===== src/rtl/block_serial_subtractor.sv =====
// Multi-cycle subtractor: D = A - B - Bin, computed BLOCK_W bits per cycle, LSB block first,
// with a valid/ready handshake on both sides, unsigned borrow-out and signed overflow flags.
module block_serial_subtractor #(
   parameter int WIDTH   = 32,
   parameter int BLOCK_W = 8
) (
   input  logic             clk,
   input  logic             rst,
   input  logic             in_valid,
   output logic             in_ready,
   input  logic [WIDTH-1:0] A,
   input  logic [WIDTH-1:0] B,
   input  logic             Bin,
   output logic             out_valid,
   input  logic             out_ready,
   output logic [WIDTH-1:0] D,
   output logic             Bout,
   output logic             V
);

   localparam int NBLK  = WIDTH / BLOCK_W;
   localparam int CNT_W = (NBLK > 1) ? $clog2(NBLK) : 1;

   generate
      if (WIDTH % BLOCK_W != 0) begin : g_bad_block_w
         $error("block_serial_subtractor: WIDTH must be a multiple of BLOCK_W");
      end
   endgenerate

   typedef enum logic [1:0] {IDLE, BUSY, DONE} state_t;

   state_t             state_q, state_d;
   logic [WIDTH-1:0]   a_q, a_d;
   logic [WIDTH-1:0]   b_q, b_d;
   logic [WIDTH-1:0]   diff_q, diff_d;
   logic [CNT_W-1:0]   cnt_q, cnt_d;
   logic               borrow_q, borrow_d;
   logic               bout_q, bout_d;
   logic               v_q, v_d;

   logic [31:0]        ofs;
   logic [BLOCK_W-1:0] a_blk, b_blk, blk_diff;
   logic               blk_borrow;
   logic               last_blk;

   // One slice of the ripple: the extra top bit of the widened difference is the block borrow-out.
   always_comb begin
      ofs      = {{(32-CNT_W){1'b0}}, cnt_q} * 32'(BLOCK_W);
      a_blk    = a_q[ofs +: BLOCK_W];
      b_blk    = b_q[ofs +: BLOCK_W];
      {blk_borrow, blk_diff} = {1'b0, a_blk} - {1'b0, b_blk} - {{BLOCK_W{1'b0}}, borrow_q};
      last_blk = (cnt_q == CNT_W'(NBLK - 1));
   end

   always_comb begin
      state_d  = state_q;
      a_d      = a_q;
      b_d      = b_q;
      diff_d   = diff_q;
      cnt_d    = cnt_q;
      borrow_d = borrow_q;
      bout_d   = bout_q;
      v_d      = v_q;
      case (state_q)
         IDLE: begin
            if (in_valid) begin
               a_d      = A;
               b_d      = B;
               borrow_d = Bin;
               cnt_d    = '0;
               diff_d   = '0;
               bout_d   = 1'b0;
               v_d      = 1'b0;
               state_d  = BUSY;
            end
         end
         BUSY: begin
            diff_d[ofs +: BLOCK_W] = blk_diff;
            borrow_d = blk_borrow;
            cnt_d    = cnt_q + 1'b1;
            if (last_blk) begin
               bout_d  = blk_borrow;
               v_d     = (a_q[WIDTH-1] != b_q[WIDTH-1]) && (blk_diff[BLOCK_W-1] != a_q[WIDTH-1]);
               state_d = DONE;
            end
         end
         DONE: begin
            if (out_ready) begin
               state_d = IDLE;
            end
         end
         default: state_d = IDLE;
      endcase
   end

   always_ff @(posedge clk or posedge rst) begin
      if (rst) begin
         state_q  <= IDLE;
         a_q      <= '0;
         b_q      <= '0;
         diff_q   <= '0;
         cnt_q    <= '0;
         borrow_q <= 1'b0;
         bout_q   <= 1'b0;
         v_q      <= 1'b0;
      end else begin
         state_q  <= state_d;
         a_q      <= a_d;
         b_q      <= b_d;
         diff_q   <= diff_d;
         cnt_q    <= cnt_d;
         borrow_q <= borrow_d;
         bout_q   <= bout_d;
         v_q      <= v_d;
      end
   end

   assign in_ready  = (state_q == IDLE);
   assign out_valid = (state_q == DONE);
   assign D         = diff_q;
   assign Bout      = bout_q;
   assign V         = v_q;

endmodule

===== config.mk =====
export PLATFORM = sky130hd
export DESIGN_NAME = block_serial_subtractor
export DESIGN_NICKNAME = d
export VERILOG_FILES = /design/src/rtl/block_serial_subtractor.sv
export SDC_FILE = /design/constraint.sdc
export NUM_CORES = 1
export LEC_CHECK = 0
export BUFFER_PORTS_ARGS = -buffer_cell sky130_fd_sc_hd__buf_4
export CORE_MARGIN = 8
export CORE_UTILIZATION = 55
export CTS_CLUSTER_DIAMETER = 50
export DETAILED_ROUTE_END_ITERATION = 8
export PLACE_DENSITY = 0.8
export SETUP_SLACK_MARGIN = 0.4
export SLEW_MARGIN = 25
export SYNTH_ARGS = -nofsm -noshare
export SYNTH_HDL_FRONTEND = slang
export SYNTH_SLANG_ARGS = --single-unit
export TNS_END_PERCENT = 50

===== constraint.sdc =====
create_clock -name clk -period 9.85 [get_ports clk]
set_clock_uncertainty 0.05 [all_clocks]
set_input_delay 1.97 -clock clk [delete_from_list [all_inputs] [get_ports clk]]
set_output_delay 1.97 -clock clk [all_outputs]
set_load 0.01 [all_outputs]

Yosys cells after proc, flatten, opt, wreduce, memory -nomap -nowiden
Index checks and enable logic that the tools add are counted.

Register bits after elaboration: 103. Logic and storage cells: 47.

Reduce and logical (&&, ||, !) cells: 7. $add $sub $neg: 4. Eq/ne operators: 8. Muxes and demuxes: 16. Shift operators: 4.

Operators with widths (number): $pmux W32 S2 (1); $shiftx A32 B6 Y8 (2); $neg A5 Y34 (1); $shift A8 B34 Y32 const A (1); $shiftx A8 B34 Y32 (1); $bwmux W32 (1); $mux W32 (1); $sub A8 B8 Y9 (1); $sub A9 B1 Y9 (1); $mux W2 (4); $pmux W1 S2 (3); $pmux W2 S3 (1); $reduce_and A3 Y1 (2); $eq A2 B2 Y1 const B (2); $mux W1 (4); $ne A2 B2 Y1 const B (2); $pmux W2 S2 (1); $reduce_and A2 Y1 (2); $add A2 B1 Y2 const B (1); $eq A2 B1 Y1 const B (1); $logic_not A2 Y1 (1); $ne A1 B1 Y1 (2); $ne A2 B1 Y1 const B (1); $reduce_bool A2 Y1 (1); $logic_and A1 B1 Y1 (1).

Logic depth before layout (Yosys ltp)
Depth after elaboration: 7. Gate-level depth with buffers: 12.

Worst setup path before layout
No wires, ideal clock.

Kind: flip-flop to flip-flop. Start: register cnt_q[0]. End: register v_q (netlist: V). Path buffers: 2. Required time: 9.690 ns. Setup time: 0.110 ns. Stages on the path, launching flop included: 11. Data arrival time: 3.210 ns. Setup slack: 6.480 ns. Cell sequence: dfrtp_1 buf_6 buf_2 mux4_2 fa_1 ha_1 or2b_2 a221oi_4 o21ai_2 xnor2_2 o41ai_1.

Word-level cells in the longest chain between the ends: 7.

Ends and longest elaborated chain: start, declared (RTL line 36) `logic [CNT_W-1:0] cnt_q, cnt_d;`; start signal, assigned (RTL line 111) `cnt_q <= cnt_d;`; $shiftx A32 B6 Y8, on equally long branches (RTL line 49, 50); $sub A8 B8 Y9 (RTL line 51) `{blk_borrow, blk_diff} = {1'b0, a_blk} - {1'b0, b_blk} - {{BLOCK_W{1'b0}}, borrow_q};`; $sub A9 B1 Y9 (RTL line 51); $ne A1 B1 Y1 (RTL line 83) `v_d = (a_q[WIDTH-1] != b_q[WIDTH-1]) && (blk_diff[BLOCK_W-1] != a_q[WIDTH-1]);`; $logic_and A1 B1 Y1 (RTL line 83); $mux W1 (RTL line 81) `if (last_blk) begin`; $pmux W1 S2 (RTL line 64) `case (state_q)`; end signal, assigned (RTL line 114) `v_q <= v_d;`; end, declared (RTL line 39) `logic v_q, v_d;`.

Parallel ways exist; a longest one is shown, timed or not. The select of a mux whose other input is x is not followed. A chain may end at the register's enable or synchronous reset.

Final worst setup path
Start: register cnt_q[1]. End: register v_q (netlist: V).

Same word-level chain as after synthesis.

==> key figures <==
Run status
  – Status: complete, no violations

Routing
  – Iteration-0 DRC Markers: ~190
  – Drt wl/cell: 16.9 um
  – Vias/cell: 5.39
  – Detailed Route WL: roughly 12 mm
  – Residual DRC: 0
  – DR vias: 3735
  – ANT nets after route: 0
  – DRT Pass-1 Iters: 4

Finish
  – Diodes inserted: 0
  – Final core area utilization: roughly 68%
  – Multi-input logic area: roughly 2100 sq um
  – Share of cells above drive strength 1: 26.5%
  – Storage cell area: approximately 2600 sq um
  – Synth-to-layout area growth: 20.1%
  – Commonest non-fill, non-tap cell in the layout: nand2_1
  – Nets: approximately 670
  – Most frequent cells in the layout: nand2_1 (201), buf_4 (107), dfrtp_1 (103)
  – # fillers: 684

Placed design
  – I/O Buffers: roughly 100
  – Placed wire-length estimate: slightly below 9 mm
  – RD Place Congestion: around 0.83

Critical path
  – CP Buf/Inv Count: 0
  – Largest fanout on the critical path: 19
  – Startpoint types: flop
  – Critical Path RT: 10060 ps
  – CP max stage cell: dfrtp_1
  – Crit. End Element: flop
  – WP data arrival: ~3700 ps
  – CP Class: reg2reg
  – Slowest stage delay, CP: 940 ps
  – Top delay family on crit path: flip-flops
  – Crit path cell chain: mux4_2 > fa_1 > ha_1 > or2b_2 > a221oi_4 > o21ai_2 > xnor2_2 > o41ai_1

Synth
  – Top FF cell, synth: dfrtp_1
  – Netlist cell types: 43
  – Post-synth EDFFs: 0
  – Synth Cell Area: approximately 4900 sq um
  – Post-Syn Nets: roughly 570
  – Mean post-synth cell area: roughly 10 sq um
  – Sequential area share after synthesis: between 50 and 60%
  – Cell count after synthesis: slightly below 500
  – Ys async rst share: between 90% and 100%
  – Ys Warns: 0
  – Yosys reg bits: 103

Floorplan
  – Initial core utilization: 56.6%
  – Core box area: between 8000 and 9000 sq um
  – Chip width: around 110 um
  – Die Ht: 110 um
  – Std cell rows: 34
  – Die Area: roughly 12000 sq um
  – Ports: between 100 and 150

CTS
  – Hold Buf Count CTS: 0
  – Clock buffer depth: 2
  – Total CTS buffers: 9
  – Register clock-pin slew on the reported worst setup and hold paths: around 110 ps
  – Later-pin clock latency in the skew report: 370 ps
  – # clock sinks: just over 100
  – Post-CTS Setup Inserts: 0
  – Root buffer cell: clkbuf_8
  – # resized after CTS: 0
  – H-Tree Depth: 3
  – CTS tree: yes

STA
  – Worst-Margin Slew: roughly 930 ps
  – Setup total negative slack: 0 ps
  – Tcrit/Tclk final: 35.7%
  – Final hold vios: 0
  – Slew HR: 37.6%
  – RSZ-0062 raised after global routing: false
  – Highest clock rate: between 0.2 and 0.3 GHz
  – Slew Viols, Final: 0
  – Setup Viol. Count Final: 0
  – Crit path time final: 3520 ps

GRT
  – Tot GR Track Use: 19.9%
  – Initial antenna violation count: 0
  – First-pass GRT wire length: ~20 mm
  – Vias in the first global route: 4066
  – Pin count of the biggest net entering global routing: 72
  – Total grt overflow: 0

Run
  – Max Cap Viol: 0

Hold path
  – Hold Crit Class: reg2reg
==> cell usage after synthesis (2+ instances only) <==
master    number  area, sq um
a22o_2         4         40.0
xnor2_1        3         26.3
xor2_1         2         17.5
a22o_1        24          210
a211oi_1       3         22.5
clkbuf_1      12         45.0
a21oi_1        7         35.0
nor2b_1        2         12.5
clkbuf_8       4         55.1
buf_1          3         11.3
mux4_2        16          360
ha_1          16          200
nand2_1      202          758
and4_2         2         20.0
o21ai_0       10         50.1
dfrtp_1      103         2580
inv_1         30          113
mux2i_1        4         40.0
nand2b_1       3         18.8
buf_6          3         33.8
fa_1           2         40.0
nor2_1         7         26.3
nand3_1        2         10.0
a22oi_1        2         15.0
==> layer usage <==
metal	up-vias	part of all wire (%)	GRT usage, %
li1	1792	-	-
met1	1792	45	25.9
met2	130	48	31.3
met3	21	5.2	4.27
met4	0	2.5	8.38
met5	-	0	0
==> kinds of logic after synthesis <==
logic type	count (synthesis)	synth area share [%]
adder cells (fa/ha/maj)	18	4.89
AO/OA/AOI/OAI	59	9.45
multiplexers	20	8.15
flip-flops	103	52.5
buffers and inverters	53	5.35
XOR/XNOR	6	1.22
AND/OR/NAND/NOR	226	18.4
==> metrics by stage <==
step                instance area, sq um  instances  setup WS [ps]  hold WS, ps
floorplan                           4910        485           5130          390
global placement                    5710        677           6360          403
detailed placement                  5710        677           6280          409
CTS                                 5900        693           6320          435
global route                        5900        693           6170          451
finish                              5900        693           6330          433
==> final timing paths <==
kind	end	cells after the start	slack, ps	start
setup / recovery	V$_DFFE_PP0P_	8	6330	cnt_q[1]$_DFFE_PP0P_
hold / removal	a_q[17]$_DFFE_PP0P_	2	430	a_q[17]$_DFFE_PP0P_
setup reg to reg	V$_DFFE_PP0P_	8	6330	cnt_q[1]$_DFFE_PP0P_
hold reg to reg	a_q[17]$_DFFE_PP0P_	2	430	a_q[17]$_DFFE_PP0P_
max in group asynchronous	a_q[10]$_DFFE_PP0P_	3	7000	rst
min in group asynchronous	b_q[7]$_DFFE_PP0P_	2	1600	rst
==> layout make-up <==
| cell class | instances | area share [%] |
|---|---|---|
| tap | 108 | 2.29 |
| timing repair buffer | 107 | 13.6 |
| clock inverter | 7 | 1.06 |
| inverter | 30 | 1.95 |
| clock buffer | 9 | 2.10 |
| multi-input combinational | 329 | 35.3 |
| sequential | 103 | 43.7 |
==> state kept, by name, indices dropped and copies added, names as in the netlist <==
name and cells:
cnt_q 2, Bout 1, state_q 2, V 1, borrow_q 1, D 32, b_q 32, a_q 32
==> tightest hold or removal path: cells and delay by family (launching register included) <==
family	cells	cell delay [ps]
AND/OR/NAND/NOR	2	100
flip-flops	1	350
Power is not shown: default switching activity piles up to over one toggle a cycle in this logic, so the estimate is an artifact.
